File: src/rtl/counter_pkg.sv
`default_nettype none
// ============================================================================
// Module   : counter_pkg
// Purpose  : Shared types for the universal up/down counter: end-of-range
//            mode encoding and one-shot FSM state encoding.
// Revision : 1.0 - initial release
// ============================================================================
package counter_pkg;

  // End-of-range behaviour selected by the 2-bit mode input
  typedef enum logic [1:0] {
    CNT_WRAP    = 2'd0,
    CNT_SAT     = 2'd1,
    CNT_ONESHOT = 2'd2,
    CNT_HOLD    = 2'd3
  } cnt_mode_e;

  // One-shot timer FSM states
  typedef enum logic [1:0] {
    OS_IDLE = 2'd0,
    OS_RUN  = 2'd1,
    OS_DONE = 2'd2
  } os_state_e;

endpackage : counter_pkg
`default_nettype wire

File: src/rtl/counter_step_unit.sv
`default_nettype none
// ============================================================================
// Module   : counter_step_unit
// Purpose  : Combinational next-count calculation for the universal counter.
//            Applies one up/down step inside the range 0..limit, either
//            wrapping (with a wrap flag) or clamping at the range ends.
// Revision : 1.0 - initial release
// ============================================================================
module counter_step_unit #(
  parameter int WORD_WIDTH = 8
) (
  input  logic [WORD_WIDTH-1:0] value,
  input  logic [WORD_WIDTH-1:0] step,
  input  logic [WORD_WIDTH-1:0] limit,
  input  logic                  dir,
  input  logic                  saturate,
  output logic [WORD_WIDTH-1:0] next_value,
  output logic                  wrap
);

  // One extra bit keeps value+step from overflowing before the range test
  logic [WORD_WIDTH:0]   w_sum;
  logic [WORD_WIDTH-1:0] w_up_wrapped;
  logic [WORD_WIDTH-1:0] w_dn_wrapped;

  assign w_sum = {1'b0, value} + {1'b0, step};

  // The wrapped results always land inside 0..limit, so modulo-2^W
  // arithmetic on W bits yields the exact value.
  assign w_up_wrapped = value + step - limit - 1'b1;
  assign w_dn_wrapped = value - step + limit + 1'b1;

  // Select the stepped, wrapped or clamped result
  always_comb begin
    next_value = value;
    wrap       = 1'b0;
    if (dir) begin
      if (w_sum > {1'b0, limit}) begin
        if (saturate) begin
          next_value = limit;
        end else begin
          next_value = w_up_wrapped;
          wrap       = 1'b1;
        end
      end else begin
        next_value = w_sum[WORD_WIDTH-1:0];
      end
    end else begin
      if (value < step) begin
        if (saturate) begin
          next_value = '0;
        end else begin
          next_value = w_dn_wrapped;
          wrap       = 1'b1;
        end
      end else begin
        next_value = value - step;
      end
    end
  end

endmodule : counter_step_unit
`default_nettype wire

File: src/rtl/counter_universal.sv
`default_nettype none
// ============================================================================
// Module   : counter_universal
// Purpose  : Up/down counter with programmable limit and step, synchronous
//            load, wrap / saturate / one-shot end-of-range modes, a carry
//            pulse for cascading and a one-shot timer FSM.
// Revision : 1.0 - initial release
// ============================================================================
module counter_universal
  import counter_pkg::*;
#(
  parameter int WORD_WIDTH = 8
) (
  input  logic                  clk,
  input  logic                  reset,
  input  logic                  en,
  input  logic                  dir,
  input  logic [1:0]            mode,
  input  logic                  load,
  input  logic [WORD_WIDTH-1:0] load_value,
  input  logic [WORD_WIDTH-1:0] limit,
  input  logic [WORD_WIDTH-1:0] step,
  input  logic                  start,
  output logic [WORD_WIDTH-1:0] value,
  output logic                  carry,
  output logic                  at_limit,
  output logic                  at_zero,
  output logic                  busy,
  output logic                  done
);

  cnt_mode_e             w_mode;
  logic [WORD_WIDTH-1:0] w_step_next;
  logic                  w_step_wrap;
  logic [WORD_WIDTH-1:0] w_count_val;
  logic [WORD_WIDTH-1:0] w_load_val;
  logic [WORD_WIDTH-1:0] w_terminal;
  logic                  w_over;

  logic [WORD_WIDTH-1:0] r_value;
  logic                  r_carry;
  os_state_e             r_state;
  logic                  r_busy;
  logic                  r_done;

  assign w_mode = cnt_mode_e'(mode);

  counter_step_unit #(
    .WORD_WIDTH (WORD_WIDTH)
  ) u_step (
    .value      (r_value),
    .step       (step),
    .limit      (limit),
    .dir        (dir),
    .saturate   (w_mode != CNT_WRAP),
    .next_value (w_step_next),
    .wrap       (w_step_wrap)
  );

  // A value left above a freshly lowered limit is clamped before stepping
  assign w_over      = (r_value > limit);
  assign w_count_val = w_over ? limit : w_step_next;
  assign w_load_val  = (load_value > limit) ? limit : load_value;
  assign w_terminal  = dir ? limit : '0;

  // Count register, carry pulse and one-shot FSM; priority load > start > count
  always_ff @(posedge clk or posedge reset) begin
    if (reset) begin
      r_value <= '0;
      r_carry <= 1'b0;
      r_state <= OS_IDLE;
      r_busy  <= 1'b0;
      r_done  <= 1'b0;
    end else begin
      r_carry <= 1'b0;
      if (load) begin
        r_value <= w_load_val;
        r_state <= OS_IDLE;
        r_busy  <= 1'b0;
        r_done  <= 1'b0;
      end else if (w_mode != CNT_ONESHOT) begin
        r_state <= OS_IDLE;
        r_busy  <= 1'b0;
        r_done  <= 1'b0;
        if (en && (w_mode != CNT_HOLD)) begin
          r_value <= w_count_val;
          r_carry <= w_step_wrap && !w_over;
        end
      end else begin
        case (r_state)
          OS_IDLE, OS_DONE: begin
            if (start) begin
              if (r_value == w_terminal) begin
                r_state <= OS_DONE;
                r_busy  <= 1'b0;
                r_done  <= 1'b1;
              end else begin
                r_state <= OS_RUN;
                r_busy  <= 1'b1;
                r_done  <= 1'b0;
              end
            end
          end
          OS_RUN: begin
            if (en) begin
              r_value <= w_count_val;
              if (w_count_val == w_terminal) begin
                r_state <= OS_DONE;
                r_busy  <= 1'b0;
                r_done  <= 1'b1;
              end
            end
          end
          default: begin
            r_state <= OS_IDLE;
            r_busy  <= 1'b0;
            r_done  <= 1'b0;
          end
        endcase
      end
    end
  end

  assign value    = r_value;
  assign carry    = r_carry;
  assign busy     = r_busy;
  assign done     = r_done;
  assign at_limit = (r_value == limit);
  assign at_zero  = (r_value == '0);

endmodule : counter_universal
`default_nettype wire

File: config.mk
export PLATFORM = sky130hd
export DESIGN_NAME = counter_universal
export DESIGN_NICKNAME = d
export VERILOG_FILES = /design/src/rtl/counter_pkg.sv /design/src/rtl/counter_step_unit.sv /design/src/rtl/counter_universal.sv
export SDC_FILE = /design/constraint.sdc
export NUM_CORES = 1
export LEC_CHECK = 0
export ABC_AREA = 1
export CAP_MARGIN = 40
export CORE_AREA = 5 5 87 89
export CTS_CLUSTER_SIZE = 16
export DETAILED_ROUTE_END_ITERATION = 8
export DIE_AREA = 0 0 92 94
export DONT_BUFFER_PORTS = 1
export GPL_TIMING_DRIVEN = 0
export PLACE_DENSITY_LB_ADDON = 0.2
export SYNTH_ARGS = -nofsm -noshare
export SYNTH_HDL_FRONTEND = slang
export SYNTH_HIERARCHICAL = 1
export SYNTH_SLANG_ARGS = --single-unit
File: constraint.sdc
create_clock -name clk -period 3.3 [get_ports clk]
set_clock_uncertainty 0.05 [all_clocks]
set_input_delay 0.33 -clock clk [delete_from_list [all_inputs] [get_ports clk]]
set_output_delay 0.33 -clock clk [all_outputs]
set_load 0.05 [all_outputs]
==> results of run 1 <==
per-stage QoR:
step	util (%)	setup TNS [ps]	std cells	hold WS [ps]
detailed placement	58.4	-2630	694	198
CTS	63.5	-1270	717	215
finish	66.2	-2100	723	214
global route	66.2	-3970	723	218
global placement	58.2	-2340	693	192
floorplan	-	-141	613	132
state kept, by name, indices dropped and copies added, names as in the netlist:
register  flops
value         8
r_state       2
carry         1
cells by family (layout without fill, tap and decap cells):
logic type	after synthesis	count (layout)	synth area share (%)
buf+inv	127	155	14.1
xor+xnor	23	23	5.44
compound gates	83	83	12.8
flops	11	11	7.43
simple gates	305	307	36.4
fa+ha+maj	64	64	23.9
worst max-delay path, delay by kind of cell, from the launching register on:
kind	cells	cell delay (ps)
buffers and inverters	3	190
adders and majority gates	3	860
DFF	1	590
and+or+nand+nor	22	1660
AOI/OAI and AO/OA	1	160
xor gates and xnor gates	1	210
Yosys cell counts (4+ instances only):
master    count  area share (%)
buf_2         5            0.68
a31oi_1      12             2.0
nand2_2       9             1.5
xnor2_1      11             2.6
inv_1       106              11
nand2_1     173              18
nand3b_1      4            0.81
buf_6         4             1.2
o21ai_0      25             3.4
dfrtp_1      11             7.4
nand3_1      67             9.1
ha_1         53              18
o211ai_1      4            0.81
xor2_1       12             2.8
a21oi_1      29             3.9
nor3_1        4            0.54
inv_2         6            0.61
nand4_1       8             1.4
fa_1         11             5.9
nor2_1       29             2.9
path summary, 6_finish.rpt:
path	cells after the start	from	endpoint
max	30	value[0]$_DFFE_PP0P_	r_state[0]$_DFFE_PP0P_
min	2	en	carry$_DFF_PP0_
max reg2reg	30	value[0]$_DFFE_PP0P_	r_state[0]$_DFFE_PP0P_
min reg2reg	2	value[6]$_DFFE_PP0P_	value[6]$_DFFE_PP0P_
max in group asynchronous	2	reset	value[0]$_DFFE_PP0P_
min in group asynchronous	2	reset	value[3]$_DFFE_PP0P_
metal layers:
layer,vias up,global-route usage (%),wire (um)
li1,2045,-,-
met1,1873,31.1,4570
met2,139,51.2,6030
met3,34,3.61,774
met4,0,10.6,372
met5,-,0,0
power by group through the flow:
stage          Combinational, W  Sequential (W)  Clock, W
5_1_grt                 0.00304        0.000395  0.000152
3_3_place_gp            0.00214        0.000371         0
3_5_place_dp            0.00220        0.000374         0
6_report                0.00274        0.000389  0.000145
2_1_floorplan           0.00176        0.000336         0
4_1_cts                 0.00248        0.000384  0.000144
cell type report:
| type | instances | area share (%) |
|---|---|---|
| Inverter | 114 | 9.91 |
| Buffer | 12 | 2.04 |
| Sequential cell | 11 | 6.76 |
| Timing Repair Buffer | 25 | 4.27 |
| Clock buffer | 3 | 0.934 |
| Multi-Input combinational cell | 477 | 73.7 |
| Tap cell | 80 | 2.26 |
| Clock inverter | 1 | 0.113 |
timing repair:
action                                 in CTS  in global routing
gates resized for setup                    39                 40
endpoints found under the hold margin      11                  0
setup endpoints to repair                  11                 11
pin swaps                                  17                 50
hold buffers                                1                  0
buffers inserted                           16                  7
gates cloned                                2                  0
==> impl_results.md, run 1 <==
* Status: finished, violations left
* Failing checks: negative setup slack
* Worst setup margin at -548 ps
* Vias at around 4,000
* Vias in the first global route at 4,115
* Max Slew Vio Count at 0
* DP Area at 0.00390 sq mm
* Setup crit start kind: register
* CP Capture Type: register
* Place WS at -589 ps
* Die W at 92 um
* Leakage power figure at 2.35 nW
* Highest net fanout along the worst path at 6
* Reg area at 299 sq um
* Arrival time worst endpoint at roughly 3900 ps
* Clock share of power at 4.4%
* Synth Warn # at 6
* Filler cells at 610
* WP data required at approximately 3400 ps
* Min Tclk post-route at 3850 ps
* Sw frac at 57.5%
* First-pass GRT wire length at ~19 mm
* Setup CP Type: reg2reg
* Core area at 0.00668 sq mm
* Synth Cell Area at 0.00370 sq mm
* Final count of negative-setup-slack endpoints at 11
* GRT Util Overall at 27.3%
* Power Dens Cells at 741 mW/mm^2
* Commonest non-fill, non-tap cells in the layout: 142 x nand2_1, 100 x inv_1, 55 x nand3_1
* Max_slew headroom at 50.3%
* Initial antenna violation count at 0
* Cts bufs inserted at 3
* H-tree depth at 1
* Share of cells above drive strength 1 at roughly 22%
* Vias/cell at 5.66
* Asr flop ratio synth at 100%
* Routed len/inst at 16.2 um
* RSZ-0062 raised after global routing: true
* Skew-Pair Late Insertion Delay at 250 ps
* Total power at 0.00327 W
* Rows at 30
* Post-synth net total at around 710
* Initial Utilization at 55.4%
* Dominant synthesized flop cell: dfrtp_1
* Fmax at about 260 MHz
* Post-synthesis cell type count at 41
* Max Cap Viol at 0
* DRT Pass-1 Iters at 5
* Combinational power share at 83.7%
* # diodes at 0
* Post-synth EDFFs at 0
* Sequential fraction of the synthesis area at 7.43%
* #FFs+latches synth at 11
* Most frequent cell on the critical path: nand2_1
* Peak supply drop at 0.386 mV
* Root buffer cell: clkbuf_8
* Most common cell after layout, fill and taps aside: nand2_1
* Area growth syn-to-layout at 19.4%
* Dpl hpwl at roughly 9 mm
* Flop2flop setup slack at -550 ps
* Die Ht at ~94 um
* Post-synthesis area per instance at 6.04 sq um
* Clock transition at the registers of the reported paths at approximately 50 ps
* Cell area after layout at 0.00442 sq mm
* Int Power at between 0.001 and 0.0015 W
* Worst slew pin tran at 746 ps
* Post-Synthesis Cells at between 600 and 700
* # nets final at 740
* Final hold violations at 0
* # port buffers at 0
* Tcrit/Tclk final at 117%
* P_sw at 0.00188 W
* Hold Path Class: in2reg
* Clock Sinks at 11
* DR iter-0 viols at about 260
* Slowest CP cell: dfrtp_4
* Seq pwr share at between 10% and 20%
* CTS tree: done
* Drc violations at 0
* Largest net degree at the start of global routing at 12
* I/O Pins at 45
* Multi-input logic area at between 0.003 and 0.004 sq mm
* Clock Tree Buf Depth at 2
* Die Footprint at 0.00865 sq mm
* Final ANT Viol Nets at 0
* Remaining global-route overflow at 0
* Total wire length at about 12 mm
* GPL Wtd Cong at between 0.9 and 1
* Crit-path max cell delay at 590 ps
(Power assumes the default switching activity.)
==> run 2: changes to the inputs <==
- ABC_AREA: 1 -> unset
- CORE_AREA: 5 5 87 89 -> 5 5 88 90
- DIE_AREA: 0 0 92 94 -> 0 0 93 95
==> run 2 against run 1 <==
  * The flow still finishes with violations (negative setup slack)
  * Register-to-register slack worse by 1300 ps
  * Final area is 1.1% lower
  * Via count down 4.3%
==> impl_results.md, run 2 <==
* Status: finished, violations left (unchanged)
* Failing checks: negative setup slack (unchanged)
* Hold Path Class: in2reg (unchanged)
* Leakage power figure at 1.94 nW (was 2.35 nW)
* Vias at 3,914 (was 4,091)
* # port buffers at 0 (unchanged)
* WP data required at 3390 ps (about the same)
* Max reg flops at 8 (unchanged)
* Reg area at 294 sq um (was 299 sq um)
* P_sw at 0.00175 W (was 0.00188 W)
* Vias in the first global route at 3,848 (was 4,115)
* DR iter-0 viols at 137 (was 259)
* Dpl hpwl at 9.47 mm (was 8.96 mm)
* Synth Cell Area at 0.00376 sq mm (was 0.00370 sq mm)
* Power Dens Cells at 735 mW/mm^2 (was 741 mW/mm^2)
* Highest net fanout along the worst path at 8 (was 6)
* Largest net degree at the start of global routing at 13 (was 12)
* Skew-Pair Late Insertion Delay at 240 ps (was 250 ps)
* Setup crit start kind: register (unchanged)
* DP Area at 0.00394 sq mm (was 0.00390 sq mm)
* Sequential fraction of the synthesis area at 7.32% (was 7.43%)
* Share of cells above drive strength 1 at 17.2% (was 22.4%)
* # diodes at 0 (unchanged)
* Fmax at 196 MHz (was 260 MHz)
* Initial antenna violation count at 0 (unchanged)
* Setup TNS at -13,670 ps (was -2100 ps)
* GRT Util Overall at 26.9% (was 27.3%)
* Remaining global-route overflow at 0 (unchanged)
* Worst setup margin at -1810 ps (was -548 ps)
* I/O Pins at 45 (unchanged)
* Post-synth EDFFs at 0 (unchanged)
* GPL Wtd Cong at 0.907 (was 0.936)
* RSZ-0062 raised after global routing: true (unchanged)
* Clock transition at the registers of the reported paths at 50 ps (about the same)
* Arrival time worst endpoint at 5200 ps (was 3940 ps)
* Share of the synthesized area in the top cell type at 17.6% (was 17.9%)
* Cell area after layout at 0.00437 sq mm (was 0.00442 sq mm)
* Dominant synthesized flop cell: dfrtp_1 (unchanged)
* Die Ht at 95 um (was 94 um)
* Core area at 0.00698 sq mm (was 0.00668 sq mm)
* Filler cells at 635 (was 610)
* Setup CP Type: reg2reg (unchanged)
* DRT Pass-1 Iters at 4 (was 5)
* Sw frac at 54.3% (was 57.5%)
* Post-synthesis cell type count at 65 (was 41)
* CP Capture Type: register (unchanged)
* Int Power at 0.00147 W (was 0.00139 W)
* # nets final at 633 (was 740)
* Post-synthesis area per instance at 7.41 sq um (was 6.04 sq um)
* Critical Path, Cell by Cell: ha_4, fa_2, nor2b_4, o21ai_2, nand3b_1, xnor2_2, ha_1, nand4_1, a21oi_2, or4_4, a221o_1, buf_6, mux2i_1, a21oi_2, buf_4, buf_4, nor2_1, and3_4, a2111oi_4, nor4_4, o31ai_1
* Multi-input logic area at 0.00343 sq mm (was 0.00326 sq mm)
* Tcrit/Tclk final at 155% (was 117%)
* Max Cap Viol at 0 (unchanged)
* Placed insts at 590 (was 694)
* Final hold violations at 0 (unchanged)
* Fin util at 62.6% (was 66.2%)
* Synth Warn # at 6 (unchanged)
* Non-filler cells, final at 618 (was 723)
* Drc violations at 0 (unchanged)
* Clock share of power at 4.3% (was 4.4%)
* Crit-path max cell delay at 600 ps (was 590 ps)
* Max Slew Vio Count at 0 (unchanged)
* Root buffer cell: clkbuf_8 (unchanged)
* Min Tclk post-route at 5110 ps (was 3850 ps)
* Most frequent cell after synthesis: inv_1 (was nand2_1)
* Die W at 93 um (was 92 um)
* Max_slew headroom at 42.6% (was 50.3%)
* Total wire length at 12.0 mm (was 11.7 mm)
* Most common cell after layout, fill and taps aside: inv_1 (was nand2_1)
* Place WS at -2150 ps (was -589 ps)
* Final count of negative-setup-slack endpoints at 11 (unchanged)
* Clock Sinks at 11 (unchanged)
* Combinational power share at 83.9% (was 83.7%)
* CTS tree: done (unchanged)
* Asr flop ratio synth at 100% (unchanged)
* Area growth syn-to-layout at 16.2% (was 19.4%)
* Commonest non-fill, non-tap cells in the layout: 54 x inv_1, 50 x ha_1, 37 x nor2_1 (was 142 x nand2_1, 100 x inv_1, 55 x nand3_1)
* Final ANT Viol Nets at 0 (unchanged)
* Seq pwr share at 11.8% (was 11.9%)
* #FFs+latches synth at 11 (unchanged)
* Peak supply drop at 0.375 mV (was 0.386 mV)
* Rows at 31 (was 30)
* Initial Utilization at 53.9% (was 55.4%)
* Clock Tree Buf Depth at 2 (unchanged)
* Post-synth top cells: 55 x inv_1, 53 x ha_1, 38 x nor2_1, 36 x a21oi_1, 34 x o21ai_0 (was 173 x nand2_1, 106 x inv_1, 67 x nand3_1, 53 x ha_1)
* Post-Synthesis Cells at 508 (was 613)
* Top post-synthesis cells by area: ha_1 18%, dfrtp_1 7.3%, fa_1 5.9%, inv_1 5.5%, a21oi_1 4.8% (was ha_1 18%, nand2_1 18%, inv_1 11%, nand3_1 9.1%, dfrtp_1 7.4%)
* Cts bufs inserted at 3 (unchanged)
* Routed len/inst at 19.5 um (was 16.2 um)
* Top cell type by total area after synthesis: ha_1 (unchanged)
* Post-synth net total at 604 (was 709)
* Worst slew pin tran at 853 ps (was 746 ps)
* Die Footprint at 0.00884 sq mm (was 0.00865 sq mm)
* Slowest CP cell: dfrtp_4 (unchanged)
* Vias/cell at 6.33 (was 5.66)
* First-pass GRT wire length at 18.9 mm (about the same)
* H-tree depth at 1 (unchanged)
run 2: what timing repair did:
| item | CTS | global route |
|---|---|---|
| endpoints found under the setup margin | 11 | 11 |
| hold buffers | 1 | 0 |
| endpoints found under the hold margin | 11 | 0 |
| pin swaps | 14 | 12 |
| setup buffers | 14 | 8 |
| gates resized for setup | 24 | 15 |
run 2: area by class of cell:
class,instances,share of cell area (%)
multi-input cells,419,78.5
flip-flops and latches,11,6.73
inverters,57,4.90
repair buffers,24,4.15
well taps,82,2.35
plain buffers,21,2.32
clock buffers,4,1.03
run 2: path summary, 6_finish.rpt:
check	cells after the start	to	slack (ps)	from
setup / recovery	21	r_state[0]$_DFFE_PP0P_	-1810	value[0]$_DFFE_PP0P_
hold / removal	1	carry$_DFF_PP0_	100	mode[1]
setup reg to reg	21	r_state[0]$_DFFE_PP0P_	-1810	value[0]$_DFFE_PP0P_
hold reg to reg	2	value[7]$_DFFE_PP0P_	790	value[7]$_DFFE_PP0P_
max in group asynchronous	2	value[5]$_DFFE_PP0P_	2350	reset
min in group asynchronous	2	value[4]$_DFFE_PP0P_	490	reset
run 2: kinds of logic after synthesis:
family	share of synthesized area (%)
compound gates	30.7
simple gates	21.7
buf+inv	8.31
fa+ha+maj	23.5
xor+xnor	4.66
mux	3.82
flops	7.32
run 2: per-stage QoR:
step / hold WS, ps / power, W
5_1_grt: 110 / 0.00348
2_1_floorplan: 132 / 0.00215
3_5_place_dp: 202 / 0.00263
6_report: 104 / 0.00321
3_3_place_gp: 198 / 0.00257
4_1_cts: 106 / 0.00302
run 2: power groups by stage:
stage	combinational [W]	sequential [W]	clock [W]
after floorplan	0.00181	0.000339	0
after global placement	0.00219	0.000374	0
after detailed placement	0.00225	0.000375	0
after CTS	0.00251	0.000373	0.000140
after global routing	0.00295	0.000385	0.000145
final	0.00270	0.000379	0.000138
run 2: worst max-delay path: cells and delay by family (launching register included):
kind                       cells  cell delay (ps)
DFF                            1              600
muxes                          1              130
adders and majority gates      3              860
and+or+nand+nor                7             1320
xor gates and xnor gates       1              180
buffers and inverters          3              420
AOI/OAI and AO/OA              6             1420
run 2: metal layers:
layer	vias to the layer above	share of wire, %	global-route usage [%]
li1	1917	-	-
met1	1860	42	31.6
met2	107	51	49.9
met3	30	4.1	2.31
met4	0	3.0	11.5
met5	-	0	0
